File: config.mk
export PLATFORM = sky130hd
export DESIGN_NAME = reg_share_arbiter_flat
export DESIGN_NICKNAME = d
export VERILOG_FILES = /design/src/rtl/reg_share_arbiter_pkg.sv /design/src/rtl/reg_share_arbiter_if.sv /design/src/rtl/reg_share_arbiter_rr_pick.sv /design/src/rtl/reg_share_arbiter.sv /design/src/flat_wrapper.sv
export SDC_FILE = /design/constraint.sdc
export NUM_CORES = 1
export LEC_CHECK = 0
export CORE_MARGIN = 8
export CORE_UTILIZATION = 45
export CTS_CLUSTER_SIZE = 20
export DETAILED_ROUTE_END_ITERATION = 12
export PLACE_DENSITY = 0.87
export REMOVE_ABC_BUFFERS = 1
export SETUP_SLACK_MARGIN = 0.2
export SLEW_MARGIN = 30
export SYNTH_ARGS = -nofsm -noshare
export SYNTH_HDL_FRONTEND = slang
export SYNTH_SLANG_ARGS = --single-unit
File: constraint.sdc
create_clock -name clk -period 3.98 [get_ports clk]
set_input_delay 0.597 -clock clk [delete_from_list [all_inputs] [get_ports clk]]
set_output_delay 0.597 -clock clk [all_outputs]
set_load 0.05 [all_outputs]
File: src/rtl/reg_share_arbiter_pkg.sv
// Shared types and helpers for the shared-register round-robin arbiter.
// Latency: n/a (types/functions only). Backpressure: n/a.
// Contents: FSM state enum, default sizing, one-hot to index conversion.
package reg_share_pkg;

    localparam int DEF_N = 4;
    localparam int DEF_W = 8;

    // LOCKED is only reachable when REG_SHARE_LOCK_EN is defined.
    typedef enum logic [1:0] {
        IDLE   = 2'd0,
        GRANT  = 2'd1,
        LOCKED = 2'd2
    } state_t;

    // Index of the set bit of a one-hot vector (up to 16 requesters).
    function automatic logic [3:0] onehot_to_idx(input logic [15:0] oh);
        logic [3:0] idx;
        idx = '0;
        for (int i = 0; i < 16; i++) begin
            if (oh[i]) idx = idx | 4'(i);
        end
        return idx;
    endfunction

endpackage

File: src/rtl/reg_share_arbiter_if.sv
// Bundle of request/data/grant and shared-register outputs of the arbiter.
// Latency: n/a (wiring only). Backpressure: req held until gnt is seen.
// Ports: req, wdata, gnt, q, q_owner, q_upd, busy; lock when REG_SHARE_LOCK_EN.
interface reg_share_arbiter_if #(
    parameter int N  = 4,
    parameter int W  = 8,
    parameter int IW = $clog2(N)
);
    logic [N-1:0]   req;
    logic [N*W-1:0] wdata;
`ifdef REG_SHARE_LOCK_EN
    logic [N-1:0]   lock;
`endif
    logic [N-1:0]   gnt;
    logic [W-1:0]   q;
    logic [IW-1:0]  q_owner;
    logic           q_upd;
    logic           busy;

    modport master (
`ifdef REG_SHARE_LOCK_EN
        output lock,
`endif
        output req, wdata,
        input  gnt, q, q_owner, q_upd, busy
    );

    modport slave (
`ifdef REG_SHARE_LOCK_EN
        input  lock,
`endif
        input  req, wdata,
        output gnt, q, q_owner, q_upd, busy
    );
endinterface

File: src/rtl/reg_share_arbiter_rr_pick.sv
// Combinational round-robin picker: first set bit of req_vec scanning from ptr upward, wrapping.
// Latency: 0 cycles (pure combinational). Backpressure: none.
// Ports: req_vec[N], ptr[IW] in; any, winner[N] (one-hot) out.
module rr_pick #(
    parameter int N  = 4,
    parameter int IW = $clog2(N)
) (
    input  logic [N-1:0]  req_vec,
    input  logic [IW-1:0] ptr,
    output logic          any,
    output logic [N-1:0]  winner
);
    logic found;
    int   j;

    always_comb begin
        winner = '0;
        found  = 1'b0;
        j      = 0;
        any    = |req_vec;
        for (int i = 0; i < N; i++) begin
            j = int'(ptr) + i;
            if (j >= N) j = j - N;
            if (!found && req_vec[j]) begin
                winner[j] = 1'b1;
                found     = 1'b1;
            end
        end
    end
endmodule

File: src/rtl/reg_share_arbiter.sv
// Round-robin arbiter writing one granted requester's data per cycle into a shared W-bit register.
// Latency: req -> gnt 1 cycle, gnt -> q/q_upd 1 cycle; one grant per cycle with >=2 active requesters.
// Backpressure: requesters hold req+data until gnt; optional REG_SHARE_LOCK_EN adds lock to hold a grant.
// Ports: clk, reset (async active-high), bus (slave modport of reg_share_arbiter_if).
module reg_share_arbiter
    import reg_share_pkg::*;
#(
    parameter int N  = DEF_N,
    parameter int W  = DEF_W,
    parameter int IW = $clog2(N)
) (
    input  logic               clk,
    input  logic               reset,
    reg_share_arbiter_if.slave bus
);
    state_t        state, state_nxt;
    logic [N-1:0]  gnt_r, gnt_nxt;
    logic [N-1:0]  eff_req, pick_win;
    logic          pick_any;
    logic [IW-1:0] ptr, ptr_nxt, pick_ptr, ptr_adv, gnt_idx;
    logic          wr_en;
    logic          lock_cur;
    logic [W-1:0]  q_r;
    logic [IW-1:0] q_owner_r;
    logic          q_upd_r;

    assign gnt_idx = IW'(onehot_to_idx(16'(gnt_r)));
    assign ptr_adv = (int'(gnt_idx) == N - 1) ? '0 : gnt_idx + 1'b1;

`ifdef REG_SHARE_LOCK_EN
    assign lock_cur = bus.lock[gnt_idx];
`else
    assign lock_cur = 1'b0;
`endif

    // While granting, the current grantee still shows req, so it is masked out
    // and the next winner is searched from the pointer just past it.
    always_comb begin
        eff_req  = bus.req;
        pick_ptr = ptr;
        if (state != IDLE) begin
            eff_req  = bus.req & ~gnt_r;
            pick_ptr = ptr_adv;
        end
    end

    rr_pick #(.N(N), .IW(IW)) u_pick (
        .req_vec (eff_req),
        .ptr     (pick_ptr),
        .any     (pick_any),
        .winner  (pick_win)
    );

    always_comb begin
        state_nxt = state;
        gnt_nxt   = gnt_r;
        ptr_nxt   = ptr;
        wr_en     = 1'b0;
        case (state)
            IDLE: begin
                if (pick_any) begin
                    gnt_nxt   = pick_win;
                    state_nxt = GRANT;
                end
            end
`ifdef REG_SHARE_LOCK_EN
            GRANT, LOCKED: begin
`else
            GRANT: begin
`endif
                wr_en = 1'b1;
                if (lock_cur) begin
                    state_nxt = LOCKED;
                end else begin
                    ptr_nxt = ptr_adv;
                    if (pick_any) begin
                        gnt_nxt   = pick_win;
                        state_nxt = GRANT;
                    end else begin
                        gnt_nxt   = '0;
                        state_nxt = IDLE;
                    end
                end
            end
            default: begin
                gnt_nxt   = '0;
                state_nxt = IDLE;
            end
        endcase
    end

    always_ff @(posedge clk or posedge reset) begin
        if (reset) begin
            state     <= IDLE;
            gnt_r     <= '0;
            ptr       <= '0;
            q_r       <= '0;
            q_owner_r <= '0;
            q_upd_r   <= 1'b0;
        end else begin
            state   <= state_nxt;
            gnt_r   <= gnt_nxt;
            ptr     <= ptr_nxt;
            q_upd_r <= wr_en;
            if (wr_en) begin
                q_r       <= bus.wdata[int'(gnt_idx) * W +: W];
                q_owner_r <= gnt_idx;
            end
        end
    end

    assign bus.gnt     = gnt_r;
    assign bus.q       = q_r;
    assign bus.q_owner = q_owner_r;
    assign bus.q_upd   = q_upd_r;
    assign bus.busy    = (state != IDLE);
endmodule

File: src/flat_wrapper.sv
// flat-port wrapper written by rule: the top's interface ports become plain ports
module reg_share_arbiter_flat import reg_share_pkg::*;
#(
    parameter int N  = DEF_N,
    parameter int W  = DEF_W,
    parameter int IW = $clog2(N)
)
  (clk, reset, bus_req, bus_wdata, bus_gnt, bus_q, bus_q_owner, bus_q_upd, bus_busy);
  reg_share_arbiter_if #(.N(N), .W(W), .IW(IW)) bus_i ();
  input  logic clk;
  input  logic reset;
  input wire logic [$bits(bus_i.req)-1:0] bus_req;
  input wire logic [$bits(bus_i.wdata)-1:0] bus_wdata;
  output wire logic [$bits(bus_i.gnt)-1:0] bus_gnt;
  output wire logic [$bits(bus_i.q)-1:0] bus_q;
  output wire logic [$bits(bus_i.q_owner)-1:0] bus_q_owner;
  output wire logic [$bits(bus_i.q_upd)-1:0] bus_q_upd;
  output wire logic [$bits(bus_i.busy)-1:0] bus_busy;
  assign bus_i.req = bus_req;
  assign bus_i.wdata = bus_wdata;
  assign bus_gnt = bus_i.gnt;
  assign bus_q = bus_i.q;
  assign bus_q_owner = bus_i.q_owner;
  assign bus_q_upd = bus_i.q_upd;
  assign bus_busy = bus_i.busy;
  reg_share_arbiter #(.N(N), .W(W), .IW(IW)) u_core (.clk(clk), .reset(reset), .bus(bus_i));
endmodule
==> summary.md, run 1 <==
| Metric | Value |
|---|---|
| Port-buffer cells | `53` |
| Drt pass-1 iters | `4` |
| Leakage Power | `0.8168 nW` |
| Max FO, Critical Path | `14` |
| Clk_skew | `0.002471 ns` |
| Highest routed metal layer | `met4` |
| Antenna Cells | `0` |
| Non-Filler Instances | `228` |
| Post-Route WL | `4.082 mm` |
| Mapped cell area | `0.001384 mm2` |
| Fin util | `65.42%` |
| CP startpoint kind | `flip-flop` |
| Initial Utilization | `46.47%` |
| Peak supply drop | `482.3 uV` |
| Crit path DAT | `3.11 ns` |
| Met3 WL | `335 um` |
| Die W | `71.46 um` |
| Final setup TNS | `0 ns` |
| IO Count | `54` |
| PnR worst setup slack | `1.053 ns` |
| Required time of the critical path | `4.16 ns` |
| Cell internal pwr | `0.7971 mW` |
| Clk buf depth | `2` |
| Root Buffer | `clkbuf_4` |
| Final Hold Viols | `0` |
| Critical Path Sink Type | `flip-flop` |
| Sequential fraction of the synthesis area | `32.55%` |
| Post-Route M1 WL | `1.824 mm` |
| Tmin final | `2.927 ns` |
| Hold crit path type | `reg -> reg` |
| CTS Hold Bufs | `0` |
| Post-route cell area | `0.001948 mm2` |
| Avg WL per Cell | `17.90 um` |
| Combinational Power Share | `73.4%` |
| Post-CTS Setup Bufs | `0` |
| Final setup fails | `0` |
| # H-tree levels | `1` |
| DP HPWL | `3.110 mm` |
| Max_slew headroom | `51.34%` |
| Nets | `242` |
| Sw power | `0.8382 mW` |
| GRT Util Overall | `16.33%` |
| Initial antenna violation count | `0` |
| First-pass GRT wire length | `6.762 mm` |
| Mapped Cells | `146` |
| MaxCap Viol Count | `0` |
| Grt total ovfl | `0` |
| Worst-skew pair later-pin latency | `0.29 ns` |
| Vias post-DR | `1323` |
| Share of layout cells above drive strength 1 | `7.692%` |
| Sequential power share | `21.1%` |
| WS Path Type | `reg -> reg` |
| Commonest non-fill, non-tap cells in the layout | `clkdlybuf4s50_1, nand2_1, mux2i_1` |
| Die span in y | `71.46 um` |
| Number of CTS-inserted buffers | `3` |
| Status | `finished, final reports clean` |
| Slew Limit Fails | `0` |
| Die ar. | `0.005106 mm2` |
| TritonCTS clock tree | `done` |
| Fmax | `0.3417 GHz` |
| Placement Rows | `20` |
| Hold WS | `0.4972 ns` |
| RSZ-0062 raised after global routing | `false` |
| Worst Tran Pin Value | `0.7233 ns` |
| Design Power | `1.635 mW` |
| Sink Count | `18` |
| Post-cts sizing count | `0` |
| Avg Cell Area, Syn | `9.478 um2` |
| Most common cell after layout, fill and taps aside | `clkdlybuf4s50_1` |
| Sw frac | `51.26%` |
| Vias in the first global route | `1371` |
| Initial DRC count | `73` |
| Core box area | `0.002978 mm2` |
| Pin count of the biggest net entering global routing | `24` |
| Dpl cells | `225` |
| Area growth syn-to-layout | `40.78%` |
| Seq cells post-synth | `18` |
| DRT antenna net count | `0` |
| Power share of the clock group | `5.5%` |
| Period utilization | `73.53%` |
| Met2 WL | `1.879 mm` |
| Worst slack, placed | `1.073 ns` |
| DRC | `0` |
| Placed Instance Area | `0.001926 mm2` |
| Yosys cell types | `31` |
| Vias/cell | `5.803` |
| Global placement routability congestion | `0.8791` |
| Clk pin slew, worst setup/hold paths | `0.10 ns` |
| Yosys Warn Count | `0` |
| Cell Pwr Density | `839.4 mW/mm2` |
cell type report:
class / count / area, um2
Clock buffer: 3 / 22.52
Fill cell: 239 / 1030
Inverter: 10 / 40.04
Multi-Input combinational cell: 110 / 855.8
Sequential cell: 18 / 450.4
Tap cell: 33 / 41.29
Timing Repair Buffer: 54 / 538.0
power by group through the flow:
stage          clock (mW)  sequential, mW  combinational [mW]
2_1_floorplan           0           0.596               0.610
3_3_place_gp            0           0.344                1.16
3_5_place_dp            0           0.346                1.20
4_1_cts            0.0899           0.343                1.20
5_1_grt             0.100           0.356                1.29
6_report           0.0899           0.345                1.20
per-layer routing:
| metal | vias up | GRT usage, % |
|---|---|---|
| met5 | - | 0 |
| met4 | 0 | 4.989 |
| met3 | 6 | 4.881 |
| met2 | 53 | 27.45 |
| met1 | 630 | 19.44 |
| li1 | 634 | - |
worst max-delay path: stages, from the launching register on:
cell       delay [ns]
dfrtp_1          0.58
nand2b_2         0.34
o2bb2ai_2        0.42
inv_1            0.24
ha_1             0.38
mux2_2           0.35
nor2b_1          0.18
a221o_1          0.33
kinds of logic (layout without fill, tap and decap cells):
kind of cell	count (synthesis)	in the layout	synth area share (%)
adder cells (fa/ha/maj)	7	7	6.329
multiplexers	22	22	17.00
buffers and inverters	18	67	5.605
flip-flops	18	18	32.55
AND/OR/NAND/NOR	30	30	9.947
AO/OA/AOI/OAI	50	50	27.94
XOR/XNOR	1	1	0.6330
synth_stat cells (all sizes together):
master,number,area [um2]
nand2,20,75.07
o311ai,1,26.28
a22o,12,105.1
mux4,1,22.52
mux2,2,22.52
a2bb2oi,1,26.28
or3,2,17.52
o22a,1,8.760
o2bb2ai,1,15.01
or2,1,6.260
a21oi,9,45.04
ha,7,87.58
xnor2,1,8.760
nor4,1,6.260
clkbuf,6,22.52
inv,10,40.04
o221ai,2,17.52
mux2i,19,190.2
a221o,4,40.04
nand2b,2,15.02
dfrtp,18,450.4
o21ai,16,80.08
a21boi,3,22.52
buf,2,15.01
nor2,3,11.26
nor2b,1,6.260
worst paths after layout:
path / startpoint / to / slack (ns) / depth (start not counted)
min in group asynchronous: reset / u_core.bus.q[2] / 0.72 / 2
hold reg to reg: u_core.bus.q[7] / u_core.bus.q[7] / 0.50 / 2
max in group asynchronous: reset / u_core.bus.q_upd / 2.84 / 2
hold / removal: u_core.bus.q[7] / u_core.bus.q[7] / 0.50 / 2
setup reg to reg: u_core.bus.gnt[3] / u_core.bus.gnt[2] / 1.05 / 7
setup / recovery: u_core.bus.gnt[3] / u_core.bus.gnt[2] / 1.05 / 7
sequential cells by signal, summed over array words and instances, names as in the netlist:
name and flops:
u_core.state 1, u_core.bus.q_upd 1, u_core.ptr 2, u_core.bus.q 8, u_core.bus.gnt 4, u_core.bus.q_owner 2
Power figures use the tool's default switching activity.
==> run 2, diff against run 1 <==
CORE_UTILIZATION = 44   (was 45)
PLACE_DENSITY = 0.86   (was 0.87)
clock period = 2.8 ns   (was 3.98 ns; I/O delays follow)
==> run 2 against run 1 <==
Against the previous run:
- clock-buffer cell count grew 1
- combinational power increased by 52%
- via count grew 2.3%
- largest power group unchanged
- highest routed layer unchanged
- critical path type is now reg -> out
- design area is 3.3% higher
==> summary.md, run 2 (synthesized netlist as in run 1, its figures left out) <==
| Metric | Value |
|---|---|
| DRC | `0` |
| Sequential power share | `19.1%` |
| Vias/cell | `5.549` |
| Cell internal pwr | `1.198 mW` |
| Sw power | `1.248 mW` |
| Power share of the clock group | `6.7%` |
| Hold-critical path depth | `2` |
| Clk_skew | `0.002949 ns` |
| Crit path DAT | `2.10 ns` |
| CP peak stage delay | `0.86 ns` |
| Fin util | `66.49%` |
| Slowest CP cell | `clkdlybuf4s50_1` |
| Initial antenna violation count | `0` |
| Period utilization | `89.94%` |
| IO Count | `54` |
| Worst-skew pair later-pin latency | `0.29 ns` |
| Share of layout cells above drive strength 1 | `10.50%` |
| CP Depth | `2` |
| Placement Rows | `20` |
| FF-to-FF path depth | `8` |
| Vias in the first global route | `1470` |
| Non-Filler Instances | `244` |
| Hold crit path type | `reg -> reg` |
| Core box area | `0.003028 mm2` |
| RSZ-0062 raised after global routing | `false` |
| Status | `finished, final reports clean` |
| MaxCap Viol Count | `0` |
| Peak supply drop | `582.2 uV` |
| WS Path Type | `reg -> out` |
| Global placement routability congestion | `0.9726` |
| First-pass GRT wire length | `6.879 mm` |
| Max_slew headroom | `54.02%` |
| Antenna Cells | `0` |
| Nets | `246` |
| Final Hold Viols | `0` |
| DRT antenna net count | `0` |
| Slew Limit Fails | `0` |
| Tmin final | `2.518 ns` |
| Initial DRC count | `75` |
| Clk buf depth | `2` |
| Area growth syn-to-layout | `45.48%` |
| Pin count of the biggest net entering global routing | `20` |
| Combinational Power Share | `74.2%` |
| Post-CTS Setup Bufs | `0` |
| Sink Count | `18` |
| Grt total ovfl | `0` |
| Final setup TNS | `0 ns` |
| Clk pin slew, worst setup/hold paths | `0.11 ns` |
| DP HPWL | `3.385 mm` |
| Die span in y | `72.08 um` |
| CP startpoint kind | `flip-flop` |
| Critical path, cell by cell | `buf_4, clkdlybuf4s50_1` |
| Root Buffer | `clkbuf_4` |
| # H-tree levels | `1` |
| Port-buffer cells | `53` |
| TritonCTS clock tree | `done` |
| Final setup fails | `0` |
| Worst Tran Pin Value | `0.6889 ns` |
| Max reg flops | `8` |
| Cell Pwr Density | `1215 mW/mm2` |
| Number of CTS-inserted buffers | `3` |
| CP delay by family, top | `buffers and inverters` |
| Die ar. | `0.005196 mm2` |
| Die W | `72.08 um` |
| Most common cell after layout, fill and taps aside | `clkdlybuf4s50_1` |
| Avg WL per Cell | `17.74 um` |
| Leakage Power | `0.8476 nW` |
| Dpl cells | `240` |
| GRT Util Overall | `16.41%` |
| Max FO, Critical Path | `19` |
| Critical Path Sink Type | `output port` |
| Design Power | `2.446 mW` |
| Drt pass-1 iters | `4` |
| WP buf/inv | `2` |
| Vias post-DR | `1354` |
| Post-Route WL | `4.328 mm` |
| Required time of the critical path | `2.38 ns` |
| Fmax | `0.3971 GHz` |
| Sw frac | `51.03%` |
| Commonest non-fill, non-tap cells in the layout | `clkdlybuf4s50_1, nand2_1, mux2i_1` |
| Initial Utilization | `45.70%` |
-- run 2: cell count changes in the layout (fill, tap and decap cells not counted), sizes merged --
cell and change:
buf +4, clkbuf +1
-- run 2: worst paths after layout --
kind / slack (ns) / startpoint / endpoint
worst max-delay path: 0.28 / u_core.bus.gnt[1] / bus_gnt[1]
worst min-delay path: 0.50 / u_core.bus.q[2] / u_core.bus.q[2]
worst max register to register: 0.33 / u_core.bus.gnt[1] / u_core.bus.gnt[2]
worst min register to register: 0.50 / u_core.bus.q[2] / u_core.bus.q[2]
max in group asynchronous: 1.84 / reset / u_core.bus.q[0]
min in group asynchronous: 0.52 / reset / u_core.bus.q[2]
-- run 2: power by group through the flow --
stage               registers [mW]  logic, mW  clock network, mW
finish                       0.466       1.82              0.164
global route                 0.477       1.93              0.178
CTS                          0.462       1.81              0.164
detailed placement           0.467       1.80                  0
global placement             0.458       1.71                  0
floorplan                    0.848      0.866                  0
-- run 2: layout make-up --
cell class	count	area [um2]
Multi-Input combinational cell	110	863.3
Fill cell	251	1015
Tap cell	44	55.05
Timing Repair Buffer	58	568.0
Sequential cell	18	450.4
Inverter	10	40.04
Clock buffer	4	36.28
-- run 2: per-layer routing --
layer	vias to the layer above	track usage [%]	part of all wire, %
met5	-	0	0
met4	0	6.576	0.99
met3	5	5.510	8.6
met2	54	28.28	51
met1	651	17.96	39
li1	644	-	-
-- run 2: worst min-delay path: cells and delay by family (launching register included) --
family,cells,cell delay (ns)
flip-flops,1,0.36
AO/OA/AOI/OAI,1,0.06
AND/OR/NAND/NOR,1,0.05
-- run 2: per-stage QoR --
| step | cell area [um2] | hold slack, ns | worst slack [ns] |
|---|---|---|---|
| after floorplan | 1346 | 0.3586 | -0.3170 |
| after global placement | 1969 | 0.4684 | 0.4281 |
| after detailed placement | 1969 | 0.4733 | 0.2554 |
| after CTS | 2006 | 0.4991 | 0.3008 |
| after global routing | 2013 | 0.5407 | 0.2379 |
| final | 2013 | 0.4963 | 0.2818 |
-- run 2: what timing repair did --
action | 4_1_cts | 5_1_grt
resized for setup | 0 | 1
hold buffers | 0 | 0
endpoints found under the setup margin | 0 | 1
==> run 3, diff against run 2 <==
CORE_UTILIZATION = 43   (was 44)
PLACE_DENSITY = 0.85   (was 0.86)
REMOVE_ABC_BUFFERS = unset   (was 1)
SYNTH_HIERARCHICAL = 1   (was unset)
==> run 3 against run 2 <==
Against the previous run:
- die area shrank 0.57%
- register-to-register slack lost 0.02 ns
- routed wire length shrank 11%
- synthesized area shrank 3.0%
- via count shrank 12%
- fmax grew 1.2%
- largest cell class unchanged
- highest routed layer unchanged
==> summary.md, run 3 <==
| Metric | Value |
|---|---|
| # H-tree levels | `1` |
| Grt total ovfl | `0` |
| Commonest non-fill, non-tap cells in the layout | `clkdlybuf4s50_1, nand2_1, inv_1, dfrtp_1, mux2_4` |
| DRT antenna net count | `0` |
| CP peak stage delay | `0.46 ns` |
| Port-buffer cells | `53` |
| Reg-to-reg slack, setup | `0.31 ns` |
| Post-synth EDFFs | `0` |
| Peak supply drop | `571.1 uV` |
| Seq cells post-synth | `18` |
| Vias/cell | `5.551` |
| Post-route cell area | `0.001946 mm2` |
| FF-to-FF path depth | `10` |
| Worst r2r src | `u_core/bus.gnt[2]` |
| Global placement routability congestion | `1.066` |
| Commonest cells post-synth | `dfrtp_1, inv_1, nand2_1` |
| Initial antenna violation count | `0` |
| Clk_skew | `0.001544 ns` |
| Mapped cell area | `0.001343 mm2` |
| Filler cells | `249` |
| IO Count | `54` |
| TritonCTS clock tree | `done` |
| WS Path Type | `reg -> reg` |
| Mapped Cells | `128` |
| Fmax | `0.4019 GHz` |
| Design Power | `2.239 mW` |
| CTS Hold Bufs | `0` |
| Critical Path Sink Type | `flip-flop` |
| Sequential fraction of the synthesis area | `33.55%` |
| RSZ-0062 raised after global routing | `false` |
| Die ar. | `0.005166 mm2` |
| Top_reg_cell synth | `dfrtp_1` |
| Leakage Power | `0.8160 nW` |
| CP startpoint kind | `flip-flop` |
| Crit path DAT | `2.67 ns` |
| Ys async rst share | `100.0%` |
| Area growth syn-to-layout | `44.92%` |
| Synth Area in XOR/XNOR | `0.6524%` |
| Synth top area share | `33.55%` |
| Number of CTS-inserted buffers | `3` |
| Vias post-DR | `1188` |
| Post-CTS Setup Bufs | `0` |
| Most common cell after layout, fill and taps aside | `clkdlybuf4s50_1` |
| Cell with the most instances after synthesis | `dfrtp_1` |
| Initial Utilization | `44.71%` |
| DRC | `0` |
| Worst-skew pair later-pin latency | `0.29 ns` |
| Yosys cell types | `27` |
| Status | `finished, final reports clean` |
| Compound-Gate Fraction of Synth Area | `21.06%` |
| Placement Rows | `20` |
| Post-synth top area cell | `dfrtp_1` |
| CP delay by family, top | `multiplexers` |
| Nets | `228` |
| Tmin final | `2.488 ns` |
| Avg WL per Cell | `18.10 um` |
| Die W | `71.88 um` |
| Yosys Warn Count | `6` |
| Initial DRC count | `69` |
| Post-cts sizing count | `0` |
| Sink Count | `18` |
| Worst Tran Pin Value | `0.7342 ns` |
| Placed Instance Area | `0.001909 mm2` |
| Core box area | `0.003003 mm2` |
| Clk pin slew, worst setup/hold paths | `0.10 ns` |
| Mux cell area share after synthesis | `17.89%` |
| Clk buf depth | `2` |
| Final setup TNS | `0 ns` |
| Simple logic cell fraction of the synthesized area | `11.93%` |
| Max_slew headroom | `50.72%` |
| Adder-Cell Fraction of Synth Area | `7.456%` |
| Drt pass-1 iters | `4` |
| Final Hold Viols | `0` |
| WP buf/inv | `1` |
| Slowest CP cell | `dfrtp_2` |
| Required time of the critical path | `2.98 ns` |
| Post-Route WL | `3.873 mm` |
| MaxCap Viol Count | `0` |
| Slew Limit Fails | `0` |
| Final setup fails | `0` |
| First-pass GRT wire length | `6.182 mm` |
| Cell Pwr Density | `1151 mW/mm2` |
| Max FO, Critical Path | `8` |
| Die span in y | `71.88 um` |
| Critical path, cell by cell | `xnor2_1, nor2_1, mux2_4, inv_2, ha_1, mux4_2, nor3b_1, a21oi_1, o211ai_1, a22o_1` |
| Avg Cell Area, Syn | `10.49 um2` |
| Synthesized Nets | `174` |
| Synth area leaders | `dfrtp_1, mux2_4, ha_1, o221a_1, o2111ai_1` |
| Vias in the first global route | `1255` |
| GRT Util Overall | `15.11%` |
| Pin count of the biggest net entering global routing | `26` |
| Share of layout cells above drive strength 1 | `14.92%` |
| Max reg flops | `8` |
| Hold WS | `0.5298 ns` |
| Root Buffer | `clkbuf_4` |
| R2r endpoint | `u_core/bus.gnt[1]` |
| Antenna Cells | `0` |
| Hold crit path type | `in -> async` |
| Main combinational cell family by area after synthesis | `compound AO/OA/AOI/OAI gates` |
| DP HPWL | `3.080 mm` |
| Period utilization | `88.86%` |
run 3: routing by layer:
layer | track usage [%] | wire [um] | vias to the layer above
li1 | - | - | 577
met1 | 18.43 | 1824 | 547
met2 | 24.29 | 1660 | 62
met3 | 5.579 | 369 | 2
met4 | 4.082 | 19 | 0
met5 | 0 | 0 | -
run 3: worst max path at each step:
stage | cells after the start | startpoint | to | slack (ns)
finish | 10 | u_core/bus.gnt[2] | u_core/bus.gnt[1] | 0.31
detailed placement | 11 | u_core/bus.gnt[2] | u_core/bus.gnt[2] | 0.32
floorplan | 9 | u_core/bus.gnt[1] | u_core/bus.gnt[1] | 0.23
global route | 11 | u_core/bus.gnt[2] | u_core/bus.gnt[2] | 0.20
global placement | 7 | bus_req[2] | u_core/bus.gnt[0] | 0.40
CTS | 11 | u_core/bus.gnt[2] | u_core/bus.gnt[2] | 0.30
run 3: power breakdown:
part	internal (mW)	total [mW]	switching (mW)
Combinational	0.692	1.63	0.934
Clock	0.0791	0.156	0.0768
Sequential	0.377	0.456	0.0789
run 3: cells by family after synthesis:
| family | count (synthesis) |
|---|---|
| compound gates | 35 |
| xor+xnor | 1 |
| fa+ha+maj | 8 |
| buf+inv | 23 |
| flops | 18 |
| mux | 14 |
| simple gates | 29 |
run 3: layout make-up:
cell class | count | area (um2) | share of cell area, %
tap | 33 | 41.29 | 2.122
inverter | 16 | 60.06 | 3.087
clock buffer | 4 | 36.28 | 1.865
timing repair buffer | 56 | 553.0 | 28.42
sequential | 18 | 455.4 | 23.41
multi-input combinational | 87 | 799.5 | 41.09
run 3: per-stage QoR:
step                      worst slack [ns]  util [%]  std cells
final                               0.3118     64.79        214
after global routing                0.2034     64.79        214
after CTS                           0.3013     64.79        214
after detailed placement            0.3241     63.58        210
after global placement              0.4000     63.58        210
after floorplan                     0.2286         -        128
